<file path="config.mk">
export PLATFORM = sky130hd
export DESIGN_NAME = muldiv_unit
export DESIGN_NICKNAME = d
export VERILOG_FILES = /design/src/rtl/muldiv_unit.sv
export SDC_FILE = /design/constraint.sdc
export NUM_CORES = 1
export LEC_CHECK = 0
export ABC_AREA = 0
export BUFFER_PORTS_ARGS = -buffer_cell sky130_fd_sc_hd__buf_2
export CAP_MARGIN = 20
export CORE_AREA = 2 2 247 249
export DETAILED_ROUTE_END_ITERATION = 12
export DIE_AREA = 0 0 249 251
export HOLD_SLACK_MARGIN = 0.12
export MAX_ROUTING_LAYER = met4
export SLEW_MARGIN = 10
export SYNTH_ARGS = -nofsm -noshare
export SYNTH_HDL_FRONTEND = slang
export SYNTH_SLANG_ARGS = --single-unit
</file>
<file path="constraint.sdc">
create_clock -name clk_i -period 10.8 [get_ports clk_i]
set_clock_uncertainty 0.15 [all_clocks]
set_input_delay 1.08 -clock clk_i [delete_from_list [all_inputs] [get_ports clk_i]]
set_output_delay 1.08 -clock clk_i [all_outputs]
set_load 0.02 [all_outputs]
</file>
<file path="src/rtl/muldiv_unit.sv">
// Iterative RV32M multiply/divide unit for the EX stage.
// A radix-2 shift-add multiplier and a restoring divider share one FSM.
// Each engine works on unsigned magnitudes, and the signs are fixed up in FINAL.
// Division by zero and signed overflow resolve at capture and go straight to DONE.
module muldiv_unit #(
  parameter int XLEN = 32
) (
  input  logic            clk_i,
  input  logic            reset_i,
  input  logic            start_i,
  input  logic            is_div_i,
  input  logic [1:0]      op_i,
  input  logic [XLEN-1:0] a_i,
  input  logic [XLEN-1:0] b_i,
  input  logic            kill_i,
  output logic            busy_o,
  output logic            done_o,
  output logic [XLEN-1:0] result_o
);

  typedef enum logic [1:0] {
    S_IDLE  = 2'd0,
    S_ITER  = 2'd1,
    S_FINAL = 2'd2,
    S_DONE  = 2'd3
  } state_t;

  state_t            state_r, state_next_s;
  logic [4:0]        cnt_r;
  logic              is_div_r;
  logic [1:0]        op_r;
  logic              a_neg_r, b_neg_r;
  logic [XLEN-1:0]   mag_a_r, mag_b_r;
  logic [2*XLEN-1:0] prod_r;
  logic [XLEN-1:0]   quo_r;
  logic [XLEN:0]     rem_r;
  logic              busy_r, done_r;
  logic [XLEN-1:0]   result_r;

  logic              accept_s, signed_a_s, signed_b_s, a_neg_s, b_neg_s;
  logic [XLEN-1:0]   a_mag_s, b_mag_s;
  logic              fast_s;
  logic [XLEN-1:0]   fast_val_s;
  logic [XLEN:0]     mul_sum_s, rem_sh_s, rem_sub_s;
  logic              rem_ge_s;
  logic [2*XLEN-1:0] prod_fix_s;
  logic [XLEN-1:0]   quo_fix_s, rem_fix_s, final_res_s;

  // Decode operand signedness and magnitudes, and detect the divide fast path.
  always_comb begin
    signed_a_s = 1'b0;
    signed_b_s = 1'b0;
    fast_s     = 1'b0;
    fast_val_s = 32'h0000_0000;
    if (is_div_i) begin
      signed_a_s = ~op_i[0];
      signed_b_s = ~op_i[0];
    end else begin
      case (op_i)
        2'b00, 2'b01: begin signed_a_s = 1'b1; signed_b_s = 1'b1; end
        2'b10:        begin signed_a_s = 1'b1; signed_b_s = 1'b0; end
        2'b11:        begin signed_a_s = 1'b0; signed_b_s = 1'b0; end
        default:      begin signed_a_s = 1'b0; signed_b_s = 1'b0; end
      endcase
    end
    a_neg_s = signed_a_s & a_i[XLEN-1];
    b_neg_s = signed_b_s & b_i[XLEN-1];
    a_mag_s = a_neg_s ? (~a_i + 32'd1) : a_i;
    b_mag_s = b_neg_s ? (~b_i + 32'd1) : b_i;
    if (!is_div_i) begin
      fast_s = 1'b0;
    end else if (b_i == 32'h0000_0000) begin
      fast_s     = 1'b1;
      fast_val_s = op_i[1] ? a_i : 32'hFFFF_FFFF;
    end else if (~op_i[0] && (a_i == 32'h8000_0000) && (b_i == 32'hFFFF_FFFF)) begin
      fast_s     = 1'b1;
      fast_val_s = op_i[1] ? 32'h0000_0000 : 32'h8000_0000;
    end else begin
      fast_s = 1'b0;
    end
  end

  // Next-state logic. A kill drops any same-cycle start and aborts an operation in flight.
  always_comb begin
    state_next_s = state_r;
    accept_s     = 1'b0;
    case (state_r)
      S_IDLE, S_DONE: begin
        if (start_i && !kill_i) begin
          accept_s     = 1'b1;
          state_next_s = fast_s ? S_DONE : S_ITER;
        end else begin
          state_next_s = S_IDLE;
        end
      end
      S_ITER: begin
        if (kill_i) begin
          state_next_s = S_IDLE;
        end else if (cnt_r == 5'd31) begin
          state_next_s = S_FINAL;
        end else begin
          state_next_s = S_ITER;
        end
      end
      S_FINAL: begin
        if (kill_i) begin
          state_next_s = S_IDLE;
        end else begin
          state_next_s = S_DONE;
        end
      end
      default: state_next_s = S_IDLE;
    endcase
  end

  // One iteration step for each engine, plus the sign fix-up and result select used in FINAL.
  always_comb begin
    mul_sum_s  = {1'b0, prod_r[2*XLEN-1:XLEN]} + (prod_r[0] ? {1'b0, mag_a_r} : 33'd0);
    rem_sh_s   = {rem_r[XLEN-1:0], quo_r[XLEN-1]};
    rem_ge_s   = (rem_sh_s >= {1'b0, mag_b_r});
    rem_sub_s  = rem_sh_s - {1'b0, mag_b_r};
    prod_fix_s = (a_neg_r ^ b_neg_r) ? (~prod_r + 64'd1) : prod_r;
    quo_fix_s  = (a_neg_r ^ b_neg_r) ? (~quo_r + 32'd1) : quo_r;
    rem_fix_s  = a_neg_r ? (~rem_r[XLEN-1:0] + 32'd1) : rem_r[XLEN-1:0];
    case ({is_div_r, op_r})
      3'b000:                 final_res_s = prod_fix_s[XLEN-1:0];
      3'b001, 3'b010, 3'b011: final_res_s = prod_fix_s[2*XLEN-1:XLEN];
      3'b100, 3'b101:         final_res_s = quo_fix_s;
      3'b110, 3'b111:         final_res_s = rem_fix_s;
      default:                final_res_s = 32'h0000_0000;
    endcase
  end

  // State register.
  always_ff @(posedge clk_i) begin
    if (reset_i) begin
      state_r <= S_IDLE;
    end else begin
      state_r <= state_next_s;
    end
  end

  // Operand capture and the iterative multiply/divide datapath.
  always_ff @(posedge clk_i) begin
    if (reset_i) begin
      cnt_r    <= 5'd0;
      is_div_r <= 1'b0;
      op_r     <= 2'b00;
      a_neg_r  <= 1'b0;
      b_neg_r  <= 1'b0;
      mag_a_r  <= 32'h0000_0000;
      mag_b_r  <= 32'h0000_0000;
      prod_r   <= 64'd0;
      quo_r    <= 32'h0000_0000;
      rem_r    <= 33'd0;
    end else if (accept_s) begin
      cnt_r    <= 5'd0;
      is_div_r <= is_div_i;
      op_r     <= op_i;
      a_neg_r  <= a_neg_s;
      b_neg_r  <= b_neg_s;
      mag_a_r  <= a_mag_s;
      mag_b_r  <= b_mag_s;
      prod_r   <= {32'h0000_0000, b_mag_s};
      quo_r    <= a_mag_s;
      rem_r    <= 33'd0;
    end else if (state_r == S_ITER) begin
      cnt_r <= cnt_r + 5'd1;
      if (is_div_r) begin
        quo_r <= {quo_r[XLEN-2:0], rem_ge_s};
        rem_r <= rem_ge_s ? rem_sub_s : rem_sh_s;
      end else begin
        prod_r <= {mul_sum_s, prod_r[XLEN-1:1]};
      end
    end else begin
      cnt_r <= cnt_r;
    end
  end

  // Registered status and result. The result changes only at a fast-path capture or on leaving FINAL.
  always_ff @(posedge clk_i) begin
    if (reset_i) begin
      busy_r   <= 1'b0;
      done_r   <= 1'b0;
      result_r <= 32'h0000_0000;
    end else begin
      busy_r <= (state_next_s == S_ITER) || (state_next_s == S_FINAL);
      done_r <= (state_next_s == S_DONE);
      if (accept_s && fast_s) begin
        result_r <= fast_val_s;
      end else if ((state_r == S_FINAL) && !kill_i) begin
        result_r <= final_res_s;
      end else begin
        result_r <= result_r;
      end
    end
  end

  assign busy_o   = busy_r;
  assign done_o   = done_r;
  assign result_o = result_r;

endmodule

</file>
==> impl_metrics.env, run 1 <==
export IMPL_status="finished clean"
export IMPL_setup_slack_ns=5.82
export IMPL_initial_core_util_pct=29.8
export IMPL_syn_inst=2362
export IMPL_yosysTopAreaCell="dfxtp_1"
export IMPL_viasPerCell=5.69
export IMPL_mostFrequentLayoutCell="nand2_1"
export IMPL_start_kind="primary input"
export IMPL_final_antenna_net_count=0
export IMPL_power_density_nw_per_um2=121
export IMPL_cts_max_path_buffers=3
export IMPL_cts_hold_buffers_added=0
export IMPL_cpPeakStageDelay_ns=0.90
export IMPL_ys_async_sr_fraction_pct=0
export IMPL_p_int_uw=1660
export IMPL_yosysWarnings=0
export IMPL_yosysUniqueCellTypes=79
export IMPL_slew_violations=0
export IMPL_clock_sinks=238
export IMPL_cts_tree="yes"
export IMPL_fmax_mhz=201
export IMPL_drc=0
export IMPL_finalSetupViolCount=0
export IMPL_critPathKind="primary input to flip-flop"
export IMPL_vias=18100
export IMPL_first_iter_violations=2096
export IMPL_path_clk_slew_ns=0.06
export IMPL_io_pins=105
export IMPL_cts_buffers=28
export IMPL_avgRoutedWirePerCell_um=20.8
export IMPL_final_cell_mix="nand2_1, a21oi_1, dfxtp_1"
export IMPL_gp_congestion=1.01
export IMPL_synth_nets=2510
export IMPL_synth_area_top_cells="dfxtp_1, a21oi_1, nand2_1"
export IMPL_drv_cap=0
export IMPL_tightest_slew_ns=1.20
export IMPL_avgSynthCellArea_um2=7.54
export IMPL_core_um2=59800
export IMPL_grt_start_max_net_pins=69
export IMPL_finalSetupTns_ns=0
export IMPL_dp_hpwl_um=49500
export IMPL_synth_area_um2=17800
export IMPL_crit_required_ns=11.07
export IMPL_rsz0062_at_grt="false"
export IMPL_portBuffers=104
export IMPL_cts_htree_levels=1
export IMPL_cts_root_buffer="clkbuf_16"
export IMPL_grt_usage_pct=21.1
export IMPL_synthFlopType="dfxtp_1"
export IMPL_cts_resized_gates=0
export IMPL_num_rows=90
export IMPL_grt_pass1_vias=16300
export IMPL_clk_insertion_delay_late_ns=0.59
export IMPL_p_seq_share_pct=39.6
export IMPL_final_core_util_pct=33.4
export IMPL_syn_to_final_growth_pct=12.0
export IMPL_die_h_um=251
export IMPL_power_switching_uw=766
export IMPL_overflow=0
export IMPL_irDropWorstVdd_v=0.000123
export IMPL_wl_um=66200
export IMPL_hold_violations=0
export IMPL_min_period_over_period_pct=46.1
export IMPL_grt_pass1_wl_um=101000
export IMPL_slew_headroom_pct=20.0
export IMPL_p_clk_share_pct=40.9
export IMPL_drtPass1Iterations=8
export IMPL_cp_arrival_ns=5.25
export IMPL_final_nets=2524
export IMPL_p_leak_uw=0.00779
export IMPL_p_comb_share_pct=19.5
export IMPL_cp_max_fo=27
export IMPL_cpMaxStageDelayCell="nand2_1"
export IMPL_crit_path_cell_trace="buf_2 > inv_1 > ha_1 > nor4b_1 > nand3_1 > or4b_1 > nor2_2 > nor2_1 > nand2_1 > o21ai_0 > a21oi_1 > a41oi_1"
export IMPL_synth_top_cell_area_share_pct=26.8
export IMPL_die_w_um=249
export IMPL_synth_edff_count=0
export IMPL_seq_area_frac_synth_pct=26.8
export IMPL_antenna_found_initial=2
export IMPL_drive_gt1_share_pct=9.14
export IMPL_cts_setup_buffers=0
export IMPL_worst_setup_path_end_kind="flip-flop"
export IMPL_die_area_um2=62500
export IMPL_switching_share_pct=31.6
export IMPL_fillerInstances=6446
export IMPL_finalCriticalPeriod_ns=4.98
export IMPL_dp_slack_ns=5.50
export IMPL_worstHoldPathType="flip-flop to flip-flop"
export IMPL_synth_seq_cells=238
==> flip-flops by register name (all words and copies together) (netlist names), 2 cells and up <==
signal    cells
quo_r        32
mag_a_r      32
op_r          2
prod_r       64
state_r       2
rem_r        32
result_o     32
mag_b_r      32
cnt_r         5
==> metrics by stage <==
step	hold WS [ns]	instance area (um^2)	total power [uW]	std cells
finish	0.304	20000	2420	3183
global route	0.319	19900	2510	3181
CTS	0.304	19900	2420	3179
detailed placement	0.295	19000	1440	3128
global placement	0.286	19000	1440	3128
floorplan	0.277	17800	1280	2362
==> path summary, 6_finish.rpt <==
kind                    start            to  slack, ns  cells after the start
setup reg to reg    prod_r[0]    prod_r[61]       6.26                     13
hold reg to reg   mag_a_r[16]   mag_a_r[16]       0.30                      2
hold / removal    mag_a_r[16]   mag_a_r[16]       0.30                      2
setup / recovery       b_i[1]  result_o[26]       5.82                     12
==> critical path: cells and delay by family <==
| family | cells | cell delay [ns] |
|---|---|---|
| simple gates | 6 | 3.21 |
| compound gates | 3 | 0.55 |
| fa+ha+maj | 1 | 0.20 |
| buf+inv | 2 | 0.19 |
==> power groups by stage <==
stage | Sequential, uW | Clock [uW] | Combinational (uW)
2_1_floorplan | 959 | 0 | 325
3_3_place_gp | 976 | 0 | 462
3_5_place_dp | 977 | 0 | 462
4_1_cts | 957 | 998 | 464
5_1_grt | 964 | 1040 | 513
6_report | 960 | 990 | 474
==> logic make-up after synthesis <==
family | Yosys count | share of synthesized area [%]
buf+inv | 219 | 4.70
simple gates | 775 | 21.2
mux | 67 | 3.79
fa+ha+maj | 77 | 5.49
compound gates | 773 | 27.6
xor+xnor | 213 | 10.5
flops | 238 | 26.8
==> routing by layer <==
metal	global-route usage, %	up-vias	part of all wire (%)
met1	29.9	8622	47
li1	-	8616	-
met2	30.6	723	42
met4	8.24	0	4.3
met3	2.29	150	7.2
met5	-	-	0
==> layout make-up <==
class	count	area, um^2	share of cell area (%)
diodes	4	10.0	0.0502
inverters	74	278	1.39
repair buffers	129	708	3.55
multi-input cells	1905	12300	61.5
flip-flops and latches	238	4760	23.9
clock inverters	11	118	0.589
clock buffers	40	817	4.10
well taps	782	978	4.90
==> Yosys cell counts, types with 22 or more instances <==
library cell    n
a211oi_1       31
mux2i_1        64
inv_1          73
or3_1          25
xnor2_1       107
o221ai_1       22
nand4_1        29
nor2_1        174
dfxtp_1       238
and2_1         46
a21boi_0       62
clkbuf_1      128
a21o_1         31
nand3_1        51
o21ai_0       142
o21a_1         24
a31oi_1        48
nor3_1         56
o211ai_1       31
o31ai_1        25
ha_1           75
nor4_1         30
a21oi_1       254
nand2_1       259
xor2_1        106
o41ai_1        22
(Power assumes the default switching activity.)
==> run 2: changes to the inputs <==
--- a/config.mk
+++ b/config.mk
@@ -5,12 +5,12 @@
 export SDC_FILE = /design/constraint.sdc
 export NUM_CORES = 1
 export LEC_CHECK = 0
-export ABC_AREA = 0
+export ABC_AREA = 1
 export BUFFER_PORTS_ARGS = -buffer_cell sky130_fd_sc_hd__buf_2
 export CAP_MARGIN = 20
-export CORE_AREA = 2 2 247 249
+export CORE_AREA = 2 2 266 268
 export DETAILED_ROUTE_END_ITERATION = 12
-export DIE_AREA = 0 0 249 251
+export DIE_AREA = 0 0 268 270
 export HOLD_SLACK_MARGIN = 0.12
 export MAX_ROUTING_LAYER = met4
 export SLEW_MARGIN = 10
==> constraint.sdc (replaced) <==
create_clock -name clk_i -period 4.6 [get_ports clk_i]
set_clock_uncertainty 0.15 [all_clocks]
set_input_delay 0.46 -clock clk_i [delete_from_list [all_inputs] [get_ports clk_i]]
set_output_delay 0.46 -clock clk_i [all_outputs]
set_load 0.02 [all_outputs]
==> run 2 against run 1 <==
Compared with the run above: synthesized cell count rose by 53%; sequential power grew 140%; largest cell class unchanged; non-clock buffer count increased by 1; count of clock-buffer cells in the layout fell by 3; critical endpoint is now mag_b_r[16]; global-route usage grew 4.2 points.
==> impl_metrics.env, run 2 <==
export IMPL_final_antenna_net_count=0
export IMPL_initial_core_util_pct=29.8
export IMPL_cts_max_path_buffers=3
export IMPL_first_iter_violations=2723
export IMPL_io_pins=105
export IMPL_setup_slack_ns=1.19
export IMPL_worstHoldPathType="primary input to flip-flop"
export IMPL_slew_headroom_pct=29.2
export IMPL_dp_slack_ns=1.11
export IMPL_finalCriticalPeriod_ns=3.41
export IMPL_synth_area_um2=20700
export IMPL_overflow=0
export IMPL_avgSynthCellArea_um2=5.74
export IMPL_worst_setup_path_end_kind="flip-flop"
export IMPL_finalSetupViolCount=0
export IMPL_grt_usage_pct=25.3
export IMPL_wl_um=92800
export IMPL_clock_sinks=238
export IMPL_diodes=0
export IMPL_synthTopCellsByCount="nand2_1, inv_1, nor2_1, a21oi_1, nand3_1"
export IMPL_cts_htree_levels=1
export IMPL_yosysUniqueCellTypes=56
export IMPL_num_rows=97
export IMPL_portBuffers=104
export IMPL_rr_worst_depth=9
export IMPL_drv_cap=0
export IMPL_vias=24600
export IMPL_cts_resized_gates=0
export IMPL_start_kind="flip-flop"
export IMPL_viasPerCell=5.35
export IMPL_synth_nets=3759
export IMPL_grt_start_max_net_pins=98
export IMPL_synth_edff_count=0
export IMPL_fmax_mhz=293
export IMPL_final_cell_mix="nand2_1, inv_1, nor2_1"
export IMPL_grt_pass1_wl_um=137000
export IMPL_hold_violations=0
export IMPL_ys_async_sr_fraction_pct=0
export IMPL_ff2ff_setup_slack_ns=1.19
export IMPL_synth_most_common_cell="nand2_1"
export IMPL_synth_top_cell_area_share_pct=23.0
export IMPL_largest_register="prod_r"
export IMPL_p_leak_uw=0.0112
export IMPL_yosysWarnings=0
export IMPL_r2r_start="state_r[0]"
export IMPL_status="finished clean"
export IMPL_cts_tree="yes"
export IMPL_critPathKind="flip-flop to flip-flop"
export IMPL_crit_path_end="mag_b_r[16]"
export IMPL_r2r_end="mag_b_r[16]"
export IMPL_clk_insertion_delay_late_ns=0.58
export IMPL_dp_hpwl_um=73400
export IMPL_cp_max_fo=49
export IMPL_totalPowerFinal_uw=6490
export IMPL_yosysTopAreaCell="dfxtp_1"
export IMPL_final_nets=3783
export IMPL_power_density_nw_per_um2=282
export IMPL_drtPass1Iterations=6
export IMPL_finalSetupTns_ns=0
export IMPL_critPathLaunch="state_r[0]"
export IMPL_synth_area_top_cells="dfxtp_1, nand2_1, a21oi_1"
export IMPL_slew_violations=0
export IMPL_avgRoutedWirePerCell_um=20.2
export IMPL_cp_arrival_ns=3.67
export IMPL_drive_gt1_share_pct=6.54
export IMPL_final_core_util_pct=33.0
export IMPL_seq_area_frac_synth_pct=23.0
export IMPL_path_clk_slew_ns=0.06
export IMPL_grt_pass1_vias=21800
export IMPL_synth_seq_cells=238
export IMPL_synthFlopType="dfxtp_1"
export IMPL_rsz0062_at_grt="false"
export IMPL_core_um2=69500
export IMPL_fillerInstances=7932
export IMPL_antenna_found_initial=0
export IMPL_cts_buffers=29
export IMPL_gp_congestion=1.03
export IMPL_die_h_um=270
export IMPL_drc=0
export IMPL_tightest_slew_ns=1.06
export IMPL_crit_required_ns=4.86
export IMPL_cts_root_buffer="clkbuf_16"
export IMPL_mostFrequentLayoutCell="nand2_1"
export IMPL_syn_inst=3611
export IMPL_largest_register_ffs=64
export IMPL_irDropWorstVdd_v=0.000259
export IMPL_syn_to_final_growth_pct=10.9
export IMPL_die_w_um=268
export IMPL_die_area_um2=72400
export IMPL_min_period_over_period_pct=74.2
## run 2: changes by cell type after synthesis, sizes merged, moves of 100 or more
cell | before | now
inv | 73 | 442
o21ai | 144 | 349
nand3 | 52 | 347
nor2 | 176 | 448
a21oi | 254 | 354
nand2 | 259 | 921
## run 2: worst max-delay path: stages (launching register included)
cell and delay [ns]:
dfxtp_1 0.33, inv_1 0.05, ha_1 0.36, nand3_4 0.30, inv_1 0.53, buf_4 0.30, nor2_2 0.06, inv_2 0.41
buf_4 0.56, o22ai_1 0.15
## run 2: repair_timing
action | in CTS | in global routing
buffers inserted | 0 | 0
hold endpoints to repair | 2 | 0
endpoints found under the setup margin | 0 | 0
hold buffers | 2 | 0
## run 2: worst min-delay path by stage
stage,depth (start not counted),end,start,slack [ns]
floorplan,2,mag_b_r[0],mag_b_r[0],0.28
global placement,2,mag_a_r[30],mag_a_r[30],0.29
detailed placement,2,mag_a_r[24],mag_a_r[24],0.30
CTS,3,quo_r[28],a_i[28],0.13
global route,3,quo_r[28],a_i[28],0.16
finish,3,op_r[0],op_i[0],0.15
## run 2: cells by family after synthesis
logic type | share of synthesized area, %
AOI/OAI and AO/OA | 20.0
xor gates and xnor gates | 2.58
adders and majority gates | 4.72
buffers and inverters | 11.3
DFF | 23.0
and+or+nand+nor | 38.5
## run 2: report_power, final
group	total, uW	leakage (uW)	switching [uW]	internal, uW
combinational	1780	0.00883	1280	495
clock	2440	0.000479	988	1450
sequential	2270	0.00194	119	2150
total	6490	0.0112	2390	4100
## run 2: cell type report
cell class	instances	area, um^2	share of cell area (%)
multi-input combinational	2789	13600	59.4
sequential	238	4760	20.7
clock inverter	11	168	0.730
clock buffer	37	806	3.51
tap	940	1180	5.12
timing repair buffer	130	733	3.19
inverter	447	1680	7.32
## run 2: metrics by stage
step | instance area, um^2 | hold WS (ns) | cells
final | 23000 | 0.148 | 4592
after global placement | 22000 | 0.291 | 4542
after floorplan | 20700 | 0.275 | 3611
after CTS | 23000 | 0.129 | 4592
after global routing | 23000 | 0.162 | 4592
after detailed placement | 22000 | 0.295 | 4542
## run 2: per-layer routing
layer  vias up  wire length [um]  GRT usage, %
li1      11900                 -             -
met1     11400             41300          34.3
met2      1120             41800          39.6
met3       145              6540          2.47
met4         0              3140          7.47
met5         -                 0             -
